[config.mk]
export PLATFORM = sky130hd
export DESIGN_NAME = cache_refill_ctrl
export DESIGN_NICKNAME = d
export VERILOG_FILES = /design/src/rtl/cache_pkg.sv /design/src/rtl/refill_beat_ctr.sv /design/src/rtl/cache_refill_ctrl.sv
export SDC_FILE = /design/constraint.sdc
export NUM_CORES = 1
export LEC_CHECK = 0
export CORE_ASPECT_RATIO = 0.7
export CORE_UTILIZATION = 43
export DETAILED_ROUTE_END_ITERATION = 12
export HOLD_SLACK_MARGIN = 0.02
export PLACE_DENSITY = 0.95
export SYNTH_ARGS = -nofsm -noshare
export SYNTH_HDL_FRONTEND = slang
export SYNTH_SLANG_ARGS = --single-unit
[constraint.sdc]
create_clock -name clk_i -period 4.9 [get_ports clk_i]
set_input_delay 0.98 -clock clk_i [delete_from_list [all_inputs] [get_ports clk_i]]
set_output_delay 0.98 -clock clk_i [all_outputs]
set_load 0.1 [all_outputs]
[src/rtl/cache_pkg.sv]
// Shared cache constants and types, used by cache_direct_mapped and the
// miss-refill controller. The address is split as {tag, index, word, byte}.
package cache_pkg;

    localparam int ADDR_W   = 16;
    localparam int DATA_W   = 32;
    localparam int OFFSET_W = 2;
    localparam int INDEX_W  = 8;
    localparam int BYTE_W   = 2;
    localparam int TAG_W    = ADDR_W - INDEX_W - OFFSET_W - BYTE_W;

    typedef enum logic [1:0] {
        IDLE   = 2'd0,
        FETCH  = 2'd1,
        COMMIT = 2'd2
    } refill_state_t;

    typedef struct packed {
        logic [TAG_W-1:0]    tag;
        logic [INDEX_W-1:0]  index;
        logic [OFFSET_W-1:0] word;
        logic [BYTE_W-1:0]   byte_sel;
    } addr_fields_t;

    // Split a physical address into its cache fields.
    function automatic addr_fields_t decode_addr(input logic [ADDR_W-1:0] addr);
        return addr_fields_t'(addr);
    endfunction

endpackage

[src/rtl/refill_beat_ctr.sv]
// Beat counter for a line refill: word pointer that wraps around the line,
// number of beats already returned, and a flag marking the final beat.
module refill_beat_ctr #(
    parameter int CTR_W = 2
) (
    input  logic             clk_i,
    input  logic             rst_i,
    input  logic             load_i,
    input  logic [CTR_W-1:0] start_word_i,
    input  logic             advance_i,
    output logic [CTR_W-1:0] word_o,
    output logic [CTR_W-1:0] beat_o,
    output logic             last_o
);

    logic [CTR_W-1:0] word_reg;
    logic [CTR_W-1:0] beat_reg;

    // Load the start word on accept; step word and beat on each returned beat.
    // Both wrap naturally at the line size.
    always_ff @(posedge clk_i or posedge rst_i) begin
        if (rst_i) begin
            word_reg <= '0;
            beat_reg <= '0;
        end else if (load_i) begin
            word_reg <= start_word_i;
            beat_reg <= '0;
        end else if (advance_i) begin
            word_reg <= word_reg + 1'b1;
            beat_reg <= beat_reg + 1'b1;
        end
    end

    assign word_o = word_reg;
    assign beat_o = beat_reg;
    assign last_o = &beat_reg;

endmodule

[src/rtl/cache_refill_ctrl.sv]
// Miss-refill controller: accepts one missing address, fetches the whole line
// over a req/ack word interface, writes every word into the data array and
// finally writes tag/valid. Build option CACHE_REFILL_CWF_EN enables critical
// word first ordering plus the crit_valid_o/crit_data_o early-restart outputs.
module cache_refill_ctrl
    import cache_pkg::*;
(
    input  logic                clk_i,
    input  logic                rst_i,
    input  logic                miss_valid_i,
    input  logic [ADDR_W-1:0]   miss_addr_i,
    output logic                miss_ready_o,
    output logic                mem_req_o,
    output logic [ADDR_W-1:0]   mem_addr_o,
    input  logic                mem_ack_i,
    input  logic [DATA_W-1:0]   mem_rdata_i,
    output logic                fill_we_o,
    output logic [INDEX_W-1:0]  fill_index_o,
    output logic [OFFSET_W-1:0] fill_word_o,
    output logic [DATA_W-1:0]   fill_data_o,
    output logic                fill_tag_we_o,
    output logic [TAG_W-1:0]    fill_tag_o,
    output logic                fill_done_o
`ifdef CACHE_REFILL_CWF_EN
    ,
    output logic                crit_valid_o,
    output logic [DATA_W-1:0]   crit_data_o
`endif
);

    refill_state_t       state_reg;
    refill_state_t       state_next;
    addr_fields_t        miss_fields;
    logic [TAG_W-1:0]    tag_reg;
    logic [INDEX_W-1:0]  index_reg;
    logic [OFFSET_W-1:0] start_word;
    logic [OFFSET_W-1:0] word_ptr;
    logic [OFFSET_W-1:0] beat_cnt;
    logic                last_beat;
    logic                accept;
    logic                beat_ack;
    logic                fill_we_reg;
    logic [OFFSET_W-1:0] fill_word_reg;
    logic [DATA_W-1:0]   fill_data_reg;
    logic                addr_unused;

    assign miss_fields = decode_addr(miss_addr_i);
    assign accept      = miss_valid_i & miss_ready_o;
    // Acks only count while a request is outstanding; strays are dropped.
    assign beat_ack    = mem_req_o & mem_ack_i;

`ifdef CACHE_REFILL_CWF_EN
    assign start_word  = miss_fields.word;
    assign addr_unused = ^miss_fields.byte_sel;
`else
    assign start_word  = '0;
    assign addr_unused = ^{miss_fields.word, miss_fields.byte_sel, beat_cnt};
`endif

    refill_beat_ctr #(
        .CTR_W(OFFSET_W)
    ) u_beat_ctr (
        .clk_i       (clk_i),
        .rst_i       (rst_i),
        .load_i      (accept),
        .start_word_i(start_word),
        .advance_i   (beat_ack),
        .word_o      (word_ptr),
        .beat_o      (beat_cnt),
        .last_o      (last_beat)
    );

    // State register.
    always_ff @(posedge clk_i or posedge rst_i) begin
        if (rst_i) begin
            state_reg <= IDLE;
        end else begin
            state_reg <= state_next;
        end
    end

    // Next state and the state-decoded handshake/commit strobes.
    always_comb begin
        state_next    = state_reg;
        miss_ready_o  = 1'b0;
        mem_req_o     = 1'b0;
        fill_tag_we_o = 1'b0;
        fill_done_o   = 1'b0;
        case (state_reg)
            IDLE: begin
                miss_ready_o = 1'b1;
                if (miss_valid_i) begin
                    state_next = FETCH;
                end
            end
            FETCH: begin
                mem_req_o = 1'b1;
                if (mem_ack_i && last_beat) begin
                    state_next = COMMIT;
                end
            end
            COMMIT: begin
                fill_tag_we_o = 1'b1;
                fill_done_o   = 1'b1;
                state_next    = IDLE;
            end
            default: begin
                state_next = IDLE;
            end
        endcase
    end

    // Capture tag and index of the accepted miss; they stay put for the fill.
    always_ff @(posedge clk_i or posedge rst_i) begin
        if (rst_i) begin
            tag_reg   <= '0;
            index_reg <= '0;
        end else if (accept) begin
            tag_reg   <= miss_fields.tag;
            index_reg <= miss_fields.index;
        end
    end

    // Register each returned word with its position; the write strobe
    // follows the ack by one cycle.
    always_ff @(posedge clk_i or posedge rst_i) begin
        if (rst_i) begin
            fill_we_reg   <= 1'b0;
            fill_word_reg <= '0;
            fill_data_reg <= '0;
        end else begin
            fill_we_reg <= beat_ack;
            if (beat_ack) begin
                fill_word_reg <= word_ptr;
                fill_data_reg <= mem_rdata_i;
            end
        end
    end

`ifdef CACHE_REFILL_CWF_EN
    logic              crit_valid_reg;
    logic [DATA_W-1:0] crit_data_reg;

    // The first beat is the requested word: expose it once for early restart.
    always_ff @(posedge clk_i or posedge rst_i) begin
        if (rst_i) begin
            crit_valid_reg <= 1'b0;
            crit_data_reg  <= '0;
        end else begin
            crit_valid_reg <= beat_ack && (beat_cnt == '0);
            if (beat_ack && (beat_cnt == '0)) begin
                crit_data_reg <= mem_rdata_i;
            end
        end
    end

    assign crit_valid_o = crit_valid_reg;
    assign crit_data_o  = crit_data_reg;
`endif

    assign mem_addr_o   = {tag_reg, index_reg, word_ptr, {BYTE_W{1'b0}}};
    assign fill_index_o = index_reg;
    assign fill_tag_o   = tag_reg;
    assign fill_we_o    = fill_we_reg;
    assign fill_word_o  = fill_word_reg;
    assign fill_data_o  = fill_data_reg;

endmodule
Word level (Yosys, flattened, before mapping)
Cells that the tools add are included.

word-level totals
  logic and storage cells = 31
  flip-flop bits (word level) = 53

operators by class
  $add $sub $neg = 2
  muxes and demuxes = 10
  equal/unequal tests = 4
  reductions and logical operators = 5
  bitwise gates (word level) = 2

operators by type and width
  kind                   number
  $mux W2                6
  $add A2 B1 Y2 const B  2
  $ne A2 B2 Y1 const B   2
  $pmux W2 S2            1
  $reduce_and A2 Y1      2
  $mux W1                3
  $and A1 B1 Y1          2
  $eq A2 B1 Y1 const B   1
  $eq A2 B2 Y1 const B   1
  $logic_not A2 Y1       1
  $reduce_bool A2 Y1     1
  $logic_and A1 B1 Y1    1

Logic depth before layout (Yosys ltp)
Gate-level depths: netlist of run 1.

  word-level depth = 5
  depth in mapped cells = 5
  gate-level depth less buffers = 4

Cells and area by module
A second synthesis of run 1 with hierarchy kept.

second synthesis, totals
  cells, all modules = 142
  area total of the unflattened synthesis = 2170.8 um^2

modules (own cells, without submodules)
  module             instances  area each (um^2)  cells an instance  sequential area each (um^2)
  cache_refill_ctrl  1          1976.9            125                1226.2
  refill_beat_ctr    1          193.9             17                 100.1

Worst setup path after synthesis of run 1
OpenSTA, ideal clock, no wires.

  kind = register -> output
  start point = register state_reg[0]
  end point = output port fill_tag_we_o
  data required time = 3.920 ns
  arrival time = 2.361 ns
  stages on the path, launching flop included = 4
  slack = 1.559 ns
  cell sequence = dfrtp_1 -> buf_4 -> nor2b_1 -> buf_4

between the ends
  cells in the longest elaborated chain, start to end = 2

RTL lines
  what                    RTL line                 text
  start, declared         cache_refill_ctrl.sv:31  refill_state_t state_reg;
  start signal, assigned  cache_refill_ctrl.sv:78  state_reg <= state_next;
  $eq A2 B2 Y1            --
  $mux W1                 --
  end, declared           cache_refill_ctrl.sv:21  output logic fill_tag_we_o,

Every way passes these cells.

Final worst setup path of run 1
  start point = register state_reg[0]
  end point = output port mem_req_o

between the ends
  cells in the longest elaborated chain, start to end = 2

RTL lines
  what           RTL line                 text
  $eq A2 B1 Y1   cache_refill_ctrl.sv:89  case (state_reg)
  $mux W1        cache_refill_ctrl.sv:89
  end, declared  cache_refill_ctrl.sv:13  output logic mem_req_o,

Every way passes these cells.

==> results of run 1 <==
[critical path: cells and delay by family, from the launching register on]
kind	cells	cell delay (ps)
DFF	1	540
buffers and inverters	1	1130
and+or+nand+nor	1	230
[logic make-up (layout without fill, tap and decap cells)]
logic type,Yosys count,after routing,synth area share (%)
simple gates,9,9,2.611
mux,49,49,28.60
flops,53,53,57.64
buf+inv,25,124,8.048
compound gates,7,7,2.393
fa+ha+maj,1,1,0.5437
other cells,1,2,0.1630
[synth_stat cells]
cell type / number
inv_1: 4
a31oi_1: 1
buf_2: 1
buf_6: 4
o21bai_1: 1
and2b_4: 1
nor2b_1: 1
mux2_2: 8
nand2_4: 1
o22ai_1: 1
nand2b_1: 1
and2_4: 1
buf_4: 16
conb_1: 1
nand2_1: 1
nor2_1: 2
a22o_1: 4
dfrtp_1: 53
mux2i_1: 2
ha_1: 1
and3_1: 1
mux2_1: 10
mux2_4: 29
[cell type report]
class | instances | share of cell area (%)
clock inverter | 3 | 0.5109
multi-input combinational | 68 | 23.14
tap | 69 | 2.518
timing repair buffer | 112 | 32.70
clock buffer | 5 | 2.007
inverter | 4 | 0.4380
sequential | 53 | 38.69
[worst max-delay path by stage]
stage	startpoint	to	cells after the start
3_5_place_dp	state_reg[0]	mem_req_o	2
3_3_place_gp	state_reg[1]	mem_req_o	2
4_1_cts	state_reg[0]	mem_req_o	2
6_report	state_reg[0]	mem_req_o	2
2_1_floorplan	state_reg[0]	fill_tag_we_o	3
5_1_grt	state_reg[0]	mem_req_o	2
[per-stage QoR]
stage	hold slack (ps)	setup slack, ps
finish	514.3	1712
global route	526.4	1643
detailed placement	493.3	2060
floorplan	500.1	1559
global placement	488.2	2095
CTS	515.2	1703
[metal layers]
metal,wire length (µm),vias up,share of wire [%],global-route usage (%)
met4,18,0,0.38,3.571
li1,-,673,-,-
met3,279,5,5.9,4.456
met5,0,-,0,0
met1,2056,712,43,22.53
met2,2400,58,50,30.44
==> run_results.csv, run 1 <==
group,metric,value,unit
hold_path,min-delay-start,"fill_data_o[30]",
flow_run,cap_violations,0,
detailed_routing,drt-pass1-iter-count,4,
setup_path,path_class,"reg2out",
setup_path,crit_path_end_kind,"primary output",
sta,worstMarginPinSlew,1059,ps
placed_design,placed_cell_area,3342,µm²
hold_path,holdCritPathClass,"reg2reg",
sta,slew_viol_final,0,
synthesis,syn-instance-count,145,
clock_tree,post_cts_buffers,0,
detailed_routing,drt_iter0_markers,27,
setup_path,r2r-end,"fill_data_o[31]",
sta,post-route-min-period,3188,ps
layout,largest_reg_flops,32,
floorplan,core-area,4966,µm²
layout,area_growth,48.99,%
clock_tree,post_cts_resized,0,
synthesis,synth.area.top_cells,"dfrtp_1 58%, mux2_4 19%, buf_4 5.2%",
synthesis,synth_top_area_share,57.64,%
clock_tree,cts_hold_buf,0,
floorplan,die_area,5652,µm²
placed_design,routabilityCongestion,0.7774,
clock_tree,cts_tree,"yes",
global_route,grt_usage,17.72,%
clock_tree,clk_latency,300,ps
synthesis,ys_seq_area_share,57.64,%
clock_tree,cts_inserted_buffers,5,
sta,max_freq,313.7,MHz
layout,multi_input_area,793.3,µm²
global_route,overflow,0,
layout,fin_cells,314,
sta,fin_tns_setup,0,ps
layout,final_common_cell,"clkdlybuf4s50_1",
layout,nets,297,
synthesis,ys_seq_elements,53,
global_route,grt_pass1_vias,1588,
setup_path,crit_chain,"and2b_4 > clkdlybuf4s50_1",
global_route,grt_antenna_before_repair,0,
clock_tree,cts_buffer_depth,2,
layout,final_util,69.04,%
setup_path,start_kind,"flip-flop",
hold_path,min_path_cells,1,
synthesis,ys_warn_count,0,
detailed_routing,num_vias,1448,
detailed_routing,ant_nets,0,
sta,finalCritPeriodShare,65.06,%
clock_tree,cts.sinks,53,
setup_path,crit_fanout,9,
synthesis,yosysUniqueCellTypes,23,
floorplan,die_h,63.20,µm
setup_path,max_stage_delay,1130,ps
sta,rsz0062_at_grt,"no",
global_route,grt_start_max_net_pins,54,
setup_path,crit_required,3920,ps
detailed_routing,wl,4754,µm
floorplan,io-pin-count,119,
layout,n_fill_cell,346,
setup_path,worst-r2r-setup-slack,3160,ps
placed_design,portBuffers,112,
detailed_routing,wire_per_inst,15.14,µm
placed_design,placed_cells,306,
floorplan,initial_core_util,46.33,%
setup_path,cp.arrival,2210,ps
synthesis,avgSynthCellArea,15.87,µm²
layout,drive_gt1_share,20.00,%
sta,setup_violations,0,
sta,clock_skew,6.199,ps
sta,hold_viol,0,
clock_tree,cts-root-buf,"clkbuf_8",
synthesis,yosys.area.top_type,"dfrtp_1",
layout,layout_common_cells,"112 x clkdlybuf4s50_1, 53 x dfrtp_1, 29 x mux2_4",
layout,stdcell_area,3428,µm²
global_route,grt_pass1_wl,7672,µm
synthesis,netlist_area,2301,µm²
layout,antenna_cells,0,
outcome,run_status,"complete, no violations",
floorplan,die_width,89.43,µm
layout,seqCellArea,1326,µm²
placed_design,place_hpwl,3503,µm
setup_path,regToRegStartpoint,"state_reg[0]",
clock_tree,clkTransAtPathRegs,90,ps
detailed_routing,drc_errors,0,
setup_path,slowest_stage,"clkdlybuf4s50_1",
detailed_routing,via_per_inst,4.611,
floorplan,fp-row-count,21,
setup_path,reg2reg_depth,3,
hold_path,holdPathEnd,"fill_data_o[30]",
clock_tree,h-tree-depth,2,
sta,slew_headroom,29.33,%
Power of run 1 is left out: the tool's default activity adds up to more than one toggle a clock period on the data nets, which glitch-free logic cannot reach.
==> run 2: changes to the inputs <==
- CORE_UTILIZATION: 43 -> 39
- PLACE_DENSITY: 0.95 -> 0.91
- clock period: 4.9 -> 3.1 ns (I/O delays scaled with it)
==> run 2 against run 1 <==
Effect of this change:
- worst setup slack worse by 610 ps
- first-iteration DRC count increased by 33%
- cell count increased by 1.3%
- sequential cell count is the same
==> run_results.csv, run 2 (synthesis results as in run 1) <==
group,metric,value,unit
global_route,grt_pass1_vias,1499,
sta,fin_ws,1106,ps
clock_tree,cts_hold_buf,0,
setup_path,path_class,"in2reg",
setup_path,max_stage_delay,570,ps
sta,fin_tns_setup,0,ps
floorplan,core-area,5450,µm²
clock_tree,cts_buffer_depth,2,
layout,drive_gt1_share,46.75,%
global_route,grt_antenna_before_repair,0,
floorplan,fp-row-count,22,
clock_tree,cts_tree,"yes",
hold_path,holdCritPathClass,"reg2reg",
layout,largest_reg_flops,32,
detailed_routing,drc_errors,0,
sta,rsz0062_at_grt,"no",
detailed_routing,drt-pass1-iter-count,4,
sta,hold_viol,0,
floorplan,die_width,93.81,µm
clock_tree,cts.sinks,53,
sta,worstMarginPinSlew,630.7,ps
global_route,overflow,0,
layout,n_fill_cell,423,
clock_tree,post_cts_resized,0,
global_route,grt_pass1_wl,7079,µm
clock_tree,h-tree-depth,2,
setup_path,crit_required,3280,ps
clock_tree,cts-root-buf,"clkbuf_8",
sta,slew_headroom,57.95,%
detailed_routing,ant_nets,0,
clock_tree,post_cts_buffers,0,
setup_path,crit_fanout,35,
detailed_routing,via_per_inst,4.629,
clock_tree,cts_inserted_buffers,5,
detailed_routing,drt_iter0_markers,36,
floorplan,io-pin-count,119,
layout,nets,298,
sta,post-route-min-period,1994,ps
floorplan,die_area,6216,µm²
placed_design,portBuffers,112,
sta,finalCritPeriodShare,64.31,%
layout,seqCellArea,1326,µm²
sta,clock_skew,10.74,ps
layout,layout_common_cells,"66 x buf_4, 53 x dfrtp_1, 47 x clkdlybuf4s50_1",
sta,max_freq,501.6,MHz
detailed_routing,num_vias,1472,
global_route,grt_usage,14.82,%
setup_path,cp.arrival,2170,ps
outcome,run_status,"complete, no violations",
setup_path,slowest_stage,"clkdlybuf4s50_1",
setup_path,crit_path_end_kind,"flip-flop",
layout,multi_input_area,793.3,µm²
placed_design,place_ws,783.8,ps
layout,final_common_cell,"buf_4",
layout,antenna_cells,0,
detailed_routing,wl,4564,µm
clock_tree,clk_latency,300,ps
setup_path,crit_chain,"clkdlybuf4s50_1 > nand2_4 > mux2_2",
global_route,grt_start_max_net_pins,36,
floorplan,die_h,66.27,µm
sta,slew_viol_final,0,
placed_design,place_hpwl,3398,µm
placed_design,routabilityCongestion,0.7112,
layout,area_growth,43.67,%
floorplan,initial_core_util,42.22,%
flow_run,cap_violations,0,
detailed_routing,wire_per_inst,14.35,µm
setup_path,start_kind,"input pin",
clock_tree,clkTransAtPathRegs,100,ps
sta,setup_violations,0,
==> run 2: stage by stage <==
step | utilization, % | area, µm² | instances | hold WS (ps)
global placement | 58.54 | 3191 | 310 | 489.9
CTS | 60.65 | 3306 | 318 | 520.2
finish | 60.65 | 3306 | 318 | 515.3
floorplan | - | 2305 | 146 | 500.1
detailed placement | 58.54 | 3191 | 310 | 494.1
global route | 60.65 | 3306 | 318 | 532.0
==> run 2: layout make-up <==
class | instances | area share [%]
Multi-Input combinational cell | 68 | 24.00
Inverter | 4 | 0.4542
Clock inverter | 3 | 1.400
Clock buffer | 5 | 2.082
Tap cell | 72 | 2.725
Sequential cell | 53 | 40.12
Timing Repair Buffer | 113 | 29.22
==> run 2: metal layers <==
| layer | up-vias | wire length (µm) | GRT usage (%) |
|---|---|---|---|
| met2 | 62 | 2187 | 25.46 |
| met5 | - | 0 | 0 |
| met3 | 0 | 339 | 3.908 |
| met1 | 728 | 2037 | 19.17 |
| li1 | 682 | - | - |
| met4 | 0 | 0 | 2.308 |
==> run 2: critical path, delay by kind of cell <==
family        cells  cell delay [ps]
buf+inv           1              570
mux               1              410
simple gates      1              540
==> run 2: final timing paths <==
| path | to | slack, ps | startpoint | cells after the start |
|---|---|---|---|---|
| worst max-delay path | fill_data_o[29] | 1110 | mem_ack_i | 3 |
| worst min-delay path | fill_word_o[1] | 520 | fill_word_o[1] | 1 |
| worst max register to register | fill_data_o[29] | 1360 | state_reg[0] | 3 |
| worst min register to register | fill_word_o[1] | 520 | fill_word_o[1] | 1 |
| max in group asynchronous | fill_tag_o[0] | 1700 | rst_i | 3 |
| min in group asynchronous | fill_word_o[1] | 620 | rst_i | 2 |
Power of run 2 is left out for the same reason.
